$ cat src/rtl/io_axis_fifo.sv
// Single-clock AXI4-Stream FIFO with first-word-fall-through output and a registered occupancy count.
// Define IO_FIFO_PEAK_EN to build the peak_count high-water-mark register; otherwise peak_count reads 0.
module io_axis_fifo #(
  parameter int DATA_WIDTH = 16,
  parameter int DEPTH      = 32
) (
  input  logic                  aclk,
  input  logic                  aresetn,
  input  logic [DATA_WIDTH-1:0] s_tdata,
  input  logic                  s_tvalid,
  output logic                  s_tready,
  output logic [DATA_WIDTH-1:0] m_tdata,
  output logic                  m_tvalid,
  input  logic                  m_tready,
  output logic [31:0]           count,
  output logic                  overflow,
  output logic [31:0]           peak_count
);

  localparam int AW = $clog2(DEPTH);

  logic [DATA_WIDTH-1:0] mem [DEPTH];

  logic [AW:0]  wr_ptr, rd_ptr;
  logic [AW:0]  wr_ptr_next, rd_ptr_next;
  logic [AW:0]  used_next;
  logic [31:0]  count_q, count_next;
  logic         s_tready_q, m_tvalid_q, overflow_q;
  logic         push, pop;
  logic         full_now, full_next, empty_next;

  // Handshakes use only registered flags, so s_tready never depends on m_tready.
  assign push = s_tvalid & s_tready_q;
  assign pop  = m_tvalid_q & m_tready;

  // Same MSB comparison as full_next, applied to the current pointers; drives overflow detection.
  assign full_now = (wr_ptr[AW] != rd_ptr[AW]) && (wr_ptr[AW-1:0] == rd_ptr[AW-1:0]);

  // NOTE: every signal assigned in always_comb gets a default first, so no path can infer a latch.
  always_comb begin
    wr_ptr_next = wr_ptr;
    rd_ptr_next = rd_ptr;
    if (push) wr_ptr_next = wr_ptr + 1'b1;
    if (pop)  rd_ptr_next = rd_ptr + 1'b1;
  end

  assign used_next  = wr_ptr_next - rd_ptr_next;
  assign count_next = 32'(used_next);
  assign full_next  = (wr_ptr_next[AW] != rd_ptr_next[AW]) &&
                      (wr_ptr_next[AW-1:0] == rd_ptr_next[AW-1:0]);
  assign empty_next = (wr_ptr_next == rd_ptr_next);

  // NOTE: sequential state uses non-blocking assignments so every register samples pre-edge values.
  always_ff @(posedge aclk) begin
    if (!aresetn) begin
      wr_ptr     <= '0;
      rd_ptr     <= '0;
      count_q    <= '0;
      s_tready_q <= 1'b0;
      m_tvalid_q <= 1'b0;
      overflow_q <= 1'b0;
    end else begin
      wr_ptr     <= wr_ptr_next;
      rd_ptr     <= rd_ptr_next;
      count_q    <= count_next;
      s_tready_q <= !full_next;
      m_tvalid_q <= !empty_next;
      if (s_tvalid && full_now) overflow_q <= 1'b1;
    end
  end

  // NOTE: the storage array is deliberately not reset; the pointers alone define which words are valid.
  always_ff @(posedge aclk) begin
    if (push) mem[wr_ptr[AW-1:0]] <= s_tdata;
  end

  assign m_tdata  = mem[rd_ptr[AW-1:0]];
  assign m_tvalid = m_tvalid_q;
  assign s_tready = s_tready_q;
  assign count    = count_q;
  assign overflow = overflow_q;

`ifdef IO_FIFO_PEAK_EN
  logic [31:0] peak_q;

  // count never exceeds DEPTH, so the high-water mark saturates there on its own.
  always_ff @(posedge aclk) begin
    if (!aresetn) begin
      peak_q <= '0;
    end else if (count_next > peak_q) begin
      peak_q <= count_next;
    end
  end

  assign peak_count = peak_q;
`else
  assign peak_count = '0;
`endif

endmodule

$ cat config.mk
export PLATFORM = sky130hd
export DESIGN_NAME = io_axis_fifo
export DESIGN_NICKNAME = d
export VERILOG_FILES = /design/src/rtl/io_axis_fifo.sv
export SDC_FILE = /design/constraint.sdc
export NUM_CORES = 1
export LEC_CHECK = 0
export ABC_AREA = 0
export CAP_MARGIN = 10
export CELL_PAD_IN_SITES_DETAIL_PLACEMENT = 1
export CELL_PAD_IN_SITES_GLOBAL_PLACEMENT = 2
export CORE_MARGIN = 2
export CORE_UTILIZATION = 47
export DETAILED_ROUTE_END_ITERATION = 7
export HOLD_SLACK_MARGIN = 0.12
export PLACE_DENSITY = 0.79
export RECOVER_POWER = 25
export SETUP_SLACK_MARGIN = 0.02
export SYNTH_ARGS = -nofsm -noshare
export SYNTH_HDL_FRONTEND = slang
export SYNTH_SLANG_ARGS = --single-unit
export TNS_END_PERCENT = 10
$ cat constraint.sdc
create_clock -name aclk -period 8.2 [get_ports aclk]
set_clock_uncertainty 0.2 [all_clocks]
set_input_delay 2.46 -clock aclk [delete_from_list [all_inputs] [get_ports aclk]]
set_output_delay 2.46 -clock aclk [all_outputs]
set_load 0.02 [all_outputs]
==> summary.md, run 1 <==
| Metric | Value |
|---|---|
| Sequential Power Share | `49.9%` |
| Period utilization | `80.8%` |
| Post-DP Area | `0.0222 mm^2` |
| Largest net degree at the start of global routing | `roughly 120` |
| Die ar. | `0.0466 mm^2` |
| First-pass GRT wire length | `71.6 mm` |
| First-pass DRT Iterations | `4` |
| VDD IR max | `between 0.2 and 0.25 mV` |
| WP data required | `5.54 ns` |
| Final setup violation count | `0` |
| Die width | `216 um` |
| Row count | `77` |
| Max Cap Violations | `0` |
| Synth cell types | `39` |
| Switching part of the total power | `21.0%` |
| GRT Overall Usage | `a little over a fifth` |
| Worst Hold Class | `reg -> reg` |
| Worst Setup End Kind | `output pin` |
| Syn. warnings | `0` |
| Buffers on Ports | `44` |
| Resize count post-CTS | `0` |
| Congestion Overflow GR | `0` |
| CP max FO | `48` |
| Post-CTS setup buffers | `0` |
| Clock latency on the worst-skew pair | `0.59 ns` |
| Fmax | `between 0.15 and 0.2 GHz` |
| Fin nets | `between 1000 and 1500` |
| Mapped Area | `0.0211 mm^2` |
| Relative slew slack | `between 15 and 20%` |
| Critical path type | `reg -> out` |
| Worst-Margin Slew | `1.22 ns` |
| Most common cell after layout, fill and taps aside | `edfxtp_1` |
| CTS Hold Bufs | `0` |
| Critical Path AT | `between 3 and 4 ns` |
| Switching Power | `approximately 0.0013 W` |
| Yosys reg bits | `533` |
| Combinational fraction of design power | `under 10%` |
| Worst Setup Start Kind | `flop` |
| Share of layout cells above drive strength 1 | `31.2%` |
| Die H | `216 um` |
| Drc violations | `0` |
| Internal | `0.00479 W` |
| Layout area overhead | `14.3%` |
| HPWL after DPL | `26.8 mm` |
| Htree depth | `2` |
| IO Count | `103` |
| Syn Inst Count | `951` |
| Vias per inst | `5.77` |
| Mean post-synth cell area | `22.2 um^2` |
| Core area | `0.0443 mm^2` |
| GPL Wtd Cong | `between 0.7 and 0.8` |
| TritonCTS Buffers | `55` |
| Slew Limit Fails | `0` |
| Outcome | `complete, no violations` |
| Final Hold Vio Count | `0` |
| WL/cell | `28.7 um` |
| Antenna violations before repair | `5` |
| Drt total wl | `48.2 mm` |
| CTS tree | `done` |
| Clock share of power | `a little over two fifths` |
| Vias in the first global route | `10347` |
| Initial Util | `47.6%` |
| Clock transition at the registers of the reported paths | `0.06 ns` |
| Final ANT Viol Nets | `0` |
| Number of DRC markers in iteration 0 | `878` |
| Total clock sinks | `533` |
| Setup TNS | `0 ns` |
| RSZ-0062 raised after global routing | `false` |
| Lkg Pwr | `7.45 nW` |
| Sequential area share after synthesis | `74.8%` |
| Fillers | `3815` |
| Period minus WS final | `6.62 ns` |
| Diodes inserted | `0` |
| Final Cell Area | `0.0241 mm^2` |
| Clock root buffer master | `clkbuf_16` |
| Via count | `9686` |
| Clock tree buffer depth | `3` |
| Most frequent cells in the layout | `edfxtp_1, mux4_2, conb_1` |
| Pwr Density | `251 mW/mm^2` |
-- power by group through the flow --
stage	clock, W	combinational (W)	sequential, W
CTS	0.00264	0.000446	0.00303
floorplan	0	0.000337	0.00307
global placement	0	0.000435	0.00309
detailed placement	0	0.000443	0.00309
finish	0.00260	0.000437	0.00303
global route	0.00273	0.000470	0.00303
-- path summary, 6_finish.rpt --
| check | start | end | slack [ns] | cells after the start |
|---|---|---|---|---|
| setup / recovery | rd_ptr[0] | m_tdata[10] | 1.58 | 5 |
| hold / removal | overflow | overflow | 0.28 | 2 |
| setup reg to reg | rd_ptr[1] | count[4] | 4.70 | 9 |
| hold reg to reg | overflow | overflow | 0.28 | 2 |
-- synthesized netlist by cell type, drive strengths merged --
library cell  number  area, um^2
nand3              7        40.0
xnor2             15         131
or3                1        6.26
or3b               2        17.5
nand3b             2        15.0
nand4              2        12.5
and2               6        37.5
o31a               1        8.76
mux2i              2        20.0
conb               1        3.75
mux2              17         191
dfxtp             21         420
buf               82         608
or2                1        6.26
nor4               2        12.5
ha                 7        87.6
nor2              52         195
a31oi              1        6.26
clkbuf            21        80.1
a21oi              1        5.00
mux4             160        3600
nand2b             1        6.26
inv                6        22.5
edfxtp           512       15400
nor2b              1        6.26
nand2              9        33.8
and3               2        12.5
fa                 1        20.0
nor3               2        10.0
a211o              1        8.76
a221oi             1        8.76
xor2               8        70.1
maj3               3        30.0
-- kinds of logic after synthesis --
group	synth area share, %
flops	74.8
mux	18.1
buf+inv	3.37
simple gates	1.95
xor+xnor	0.954
fa+ha+maj	0.652
compound gates	0.178
other cells	0.0178
-- layer usage --
metal  vias up  share of wire (%)  track usage, %
met5         -               0.12               0
met4        10                2.8            7.95
met3        97                6.2            3.75
met2       364                 49            34.1
met1      5222                 42            30.0
li1       3993                  -               -
-- state kept, by name, indices dropped and copies added, names as in the netlist --
register	count
mem	512
count	6
rd_ptr	6
wr_ptr	6
m_tvalid	1
overflow	1
s_tready	1
-- through the flow --
stage	hold WS (ns)	cells	total power, W	utilization (%)	setup WS (ns)
final	0.283	1679	0.00606	54.4	1.58
after global routing	0.312	1679	0.00624	54.4	1.34
after CTS	0.300	1679	0.00612	54.4	1.47
after detailed placement	0.289	1579	0.00353	50.2	2.11
after global placement	0.255	1579	0.00352	50.2	2.14
after floorplan	0.342	1008	0.00341	-	3.33
-- cell type report --
| cell class | instances | area (um^2) | area share, % |
|---|---|---|---|
| clock inverter | 40 | 499 | 2.07 |
| multi-input combinational | 366 | 4900 | 20.3 |
| tap | 592 | 741 | 3.07 |
| inverter | 6 | 22.5 | 0.0933 |
| timing repair buffer | 82 | 763 | 3.16 |
| clock buffer | 60 | 1400 | 5.78 |
| sequential | 533 | 15800 | 65.5 |
-- critical path, cell delays in order, from the launching register on --
cell and delay (ns):
dfxtp_4 0.88, buf_12 0.44, mux4_2 0.57, mux4_2 0.54
mux2_2 0.31, clkdlybuf4s50_1 0.54
No activity file was read; power rests on OpenSTA's default activity.
==> run 2: changes to the inputs <==
Settings changed: CORE_UTILIZATION 47 to 43, PLACE_DENSITY 0.79 to 0.76.
Clock period 8.2 ns to 5.4 ns, I/O delays scaled along.
==> run 2 against run 1 <==
Effect of this change: setup slack lost 1.4 ns; core utilization shrank 4.8 points; combinational power grew 61%; count of clock-buffer cells in the layout is the same; highest routed layer unchanged; wire length grew 1.7%; flip-flop and latch count is the same; global-route usage shrank 1.3 points.
==> summary.md, run 2 (synthesis gave the netlist of run 1 again) <==
| Metric | Value |
|---|---|
| Outcome | `complete, no violations` |
| Critical Path AT | `3.43 ns` |
| RR Endpoint | `count[4]` |
| Max Cap Violations | `0` |
| Core area | `between 0.04 and 0.05 mm^2` |
| Htree depth | `2` |
| Final Cell Area | `0.0242 mm^2` |
| HPWL after DPL | `27.9 mm` |
| WL/cell | `28.0 um` |
| Worst-Margin Slew | `1.22 ns` |
| Period utilization | `97.2%` |
| CP max FO | `43` |
| Number of flip-flops in the largest register | `512` |
| Clock tree buffer depth | `3` |
| Final ANT Viol Nets | `0` |
| Worst Hold Class | `reg -> reg` |
| Vias in the first global route | `10264` |
| Die H | `approximately 230 um` |
| GRT Overall Usage | `between 20% and 30%` |
| Final core utilization | `about half` |
| CTS tree | `done` |
| Fmax | `0.190 GHz` |
| Slew Limit Fails | `0` |
| Dpl ws | `0.741 ns` |
| Worst hold start | `overflow` |
| Fin nets | `1077` |
| TritonCTS Buffers | `53` |
| Reg2Reg Depth | `9` |
| Layout area overhead | `14.7%` |
| Worst r2r src | `rd_ptr[0]` |
| Total clock sinks | `around 530` |
| Vias per inst | `5.54` |
| Worst Setup End Kind | `output pin` |
| WP data required | `approximately 3.6 ns` |
| Antenna violations before repair | `4` |
| Die ar. | `0.0509 mm^2` |
| First-pass GRT wire length | `approximately 72 mm` |
| Row count | `81` |
| Die width | `roughly 230 um` |
| GPL Wtd Cong | `0.747` |
| Period minus WS final | `5.25 ns` |
| First-pass DRT Iterations | `5` |
| Clock root buffer master | `clkbuf_16` |
| Buffers on Ports | `44` |
| WHS Path Cells | `2` |
| Congestion Overflow GR | `0` |
| Final setup violation count | `0` |
| Most common cell after layout, fill and taps aside | `edfxtp_1` |
| Setup TNS | `0 ns` |
| Relative slew slack | `18.6%` |
| Initial Util | `43.3%` |
| Lkg Pwr | `between 7 and 8 nW` |
| Via count | `roughly 9700` |
| Most frequent cells in the layout | `edfxtp_1, mux4_2, conb_1` |
| Largest net degree at the start of global routing | `44` |
| Diodes inserted | `0` |
| Drc violations | `0` |
| Drt total wl | `between 40 and 50 mm` |
| Number of DRC markers in iteration 0 | `1046` |
| Pwr Density | `373 mW/mm^2` |
| Post-DP Area | `0.0224 mm^2` |
| Share of layout cells above drive strength 1 | `31.2%` |
| R2R Setup Slk | `roughly 2.3 ns` |
| VDD IR max | `0.287 mV` |
| Hold Crit Endpoint | `overflow` |
| IO Count | `103` |
| Worst setup margin | `approximately 0.15 ns` |
| Clock latency on the worst-skew pair | `0.61 ns` |
| Clock transition at the registers of the reported paths | `0.06 ns` |
| RSZ-0062 raised after global routing | `false` |
| Final Hold Vio Count | `0` |
| Worst Setup Start Kind | `flop` |
| Critical path type | `reg -> out` |
-- run 2: changes by cell type in the layout (fill, tap and decap cells not counted), sizes merged --
cell           before  now
clkbuf             60   62
clkinv             24   25
clkdlybuf4s50      32   31
clkinvlp            5    2
bufinv             11    8
buf                38   43
inv                 6    8
dlygate4sd3        12   13
-- run 2: timing repair --
action | in CTS | in global routing
hold buffers | 0 | 0
gates resized for setup | 0 | 1
buffers inserted | 0 | 0
endpoints found under the setup margin | 0 | 1
-- run 2: worst max-delay path, stage by stage (launching register included) --
cell and delay, ns:
dfxtp_4 0.45, buf_16 0.32, mux4_2 0.57, mux4_2 0.54
mux2_2 0.33, clkdlybuf4s50_1 0.56
-- run 2: report_power, final --
group	switching [W]	internal (W)
registers	0.0000175	0.00455
clock network	0.00156	0.00220
logic	0.000367	0.000338
-- run 2: cell type report --
cell class | count | area [um^2]
Clock buffer | 60 | 1360
Clock inverter | 37 | 420
Fill cell | 4303 | 24500
Inverter | 6 | 22.5
Multi-Input combinational cell | 366 | 4900
Sequential cell | 533 | 15800
Tap cell | 664 | 831
Timing Repair Buffer | 89 | 866
-- run 2: metal layers --
metal,track usage [%],vias up,part of all wire (%)
li1,-,4002,-
met1,27.7,5225,42
met2,32.5,396,48
met3,4.38,83,7.1
met4,5.58,8,2.5
met5,0,-,0.11
-- run 2: how the worst max path moves through the flow --
stage,to,cells after the start,slack (ns),startpoint
after global placement,m_tdata[13],5,0.80,rd_ptr[0]
after CTS,m_tdata[9],5,0.06,rd_ptr[0]
after floorplan,m_tdata[10],6,1.37,rd_ptr[1]
after detailed placement,m_tdata[9],5,0.74,rd_ptr[0]
after global routing,m_tdata[9],5,0.03,rd_ptr[0]
final,m_tdata[9],5,0.15,rd_ptr[0]
-- run 2: metrics by stage --
stage / power (W) / hold slack, ns / instances
finish: 0.00904 / 0.272 / 1755
global route: 0.00931 / 0.341 / 1755
global placement: 0.00536 / 0.253 / 1656
detailed placement: 0.00537 / 0.266 / 1656
CTS: 0.00913 / 0.283 / 1753
floorplan: 0.00517 / 0.342 / 1008
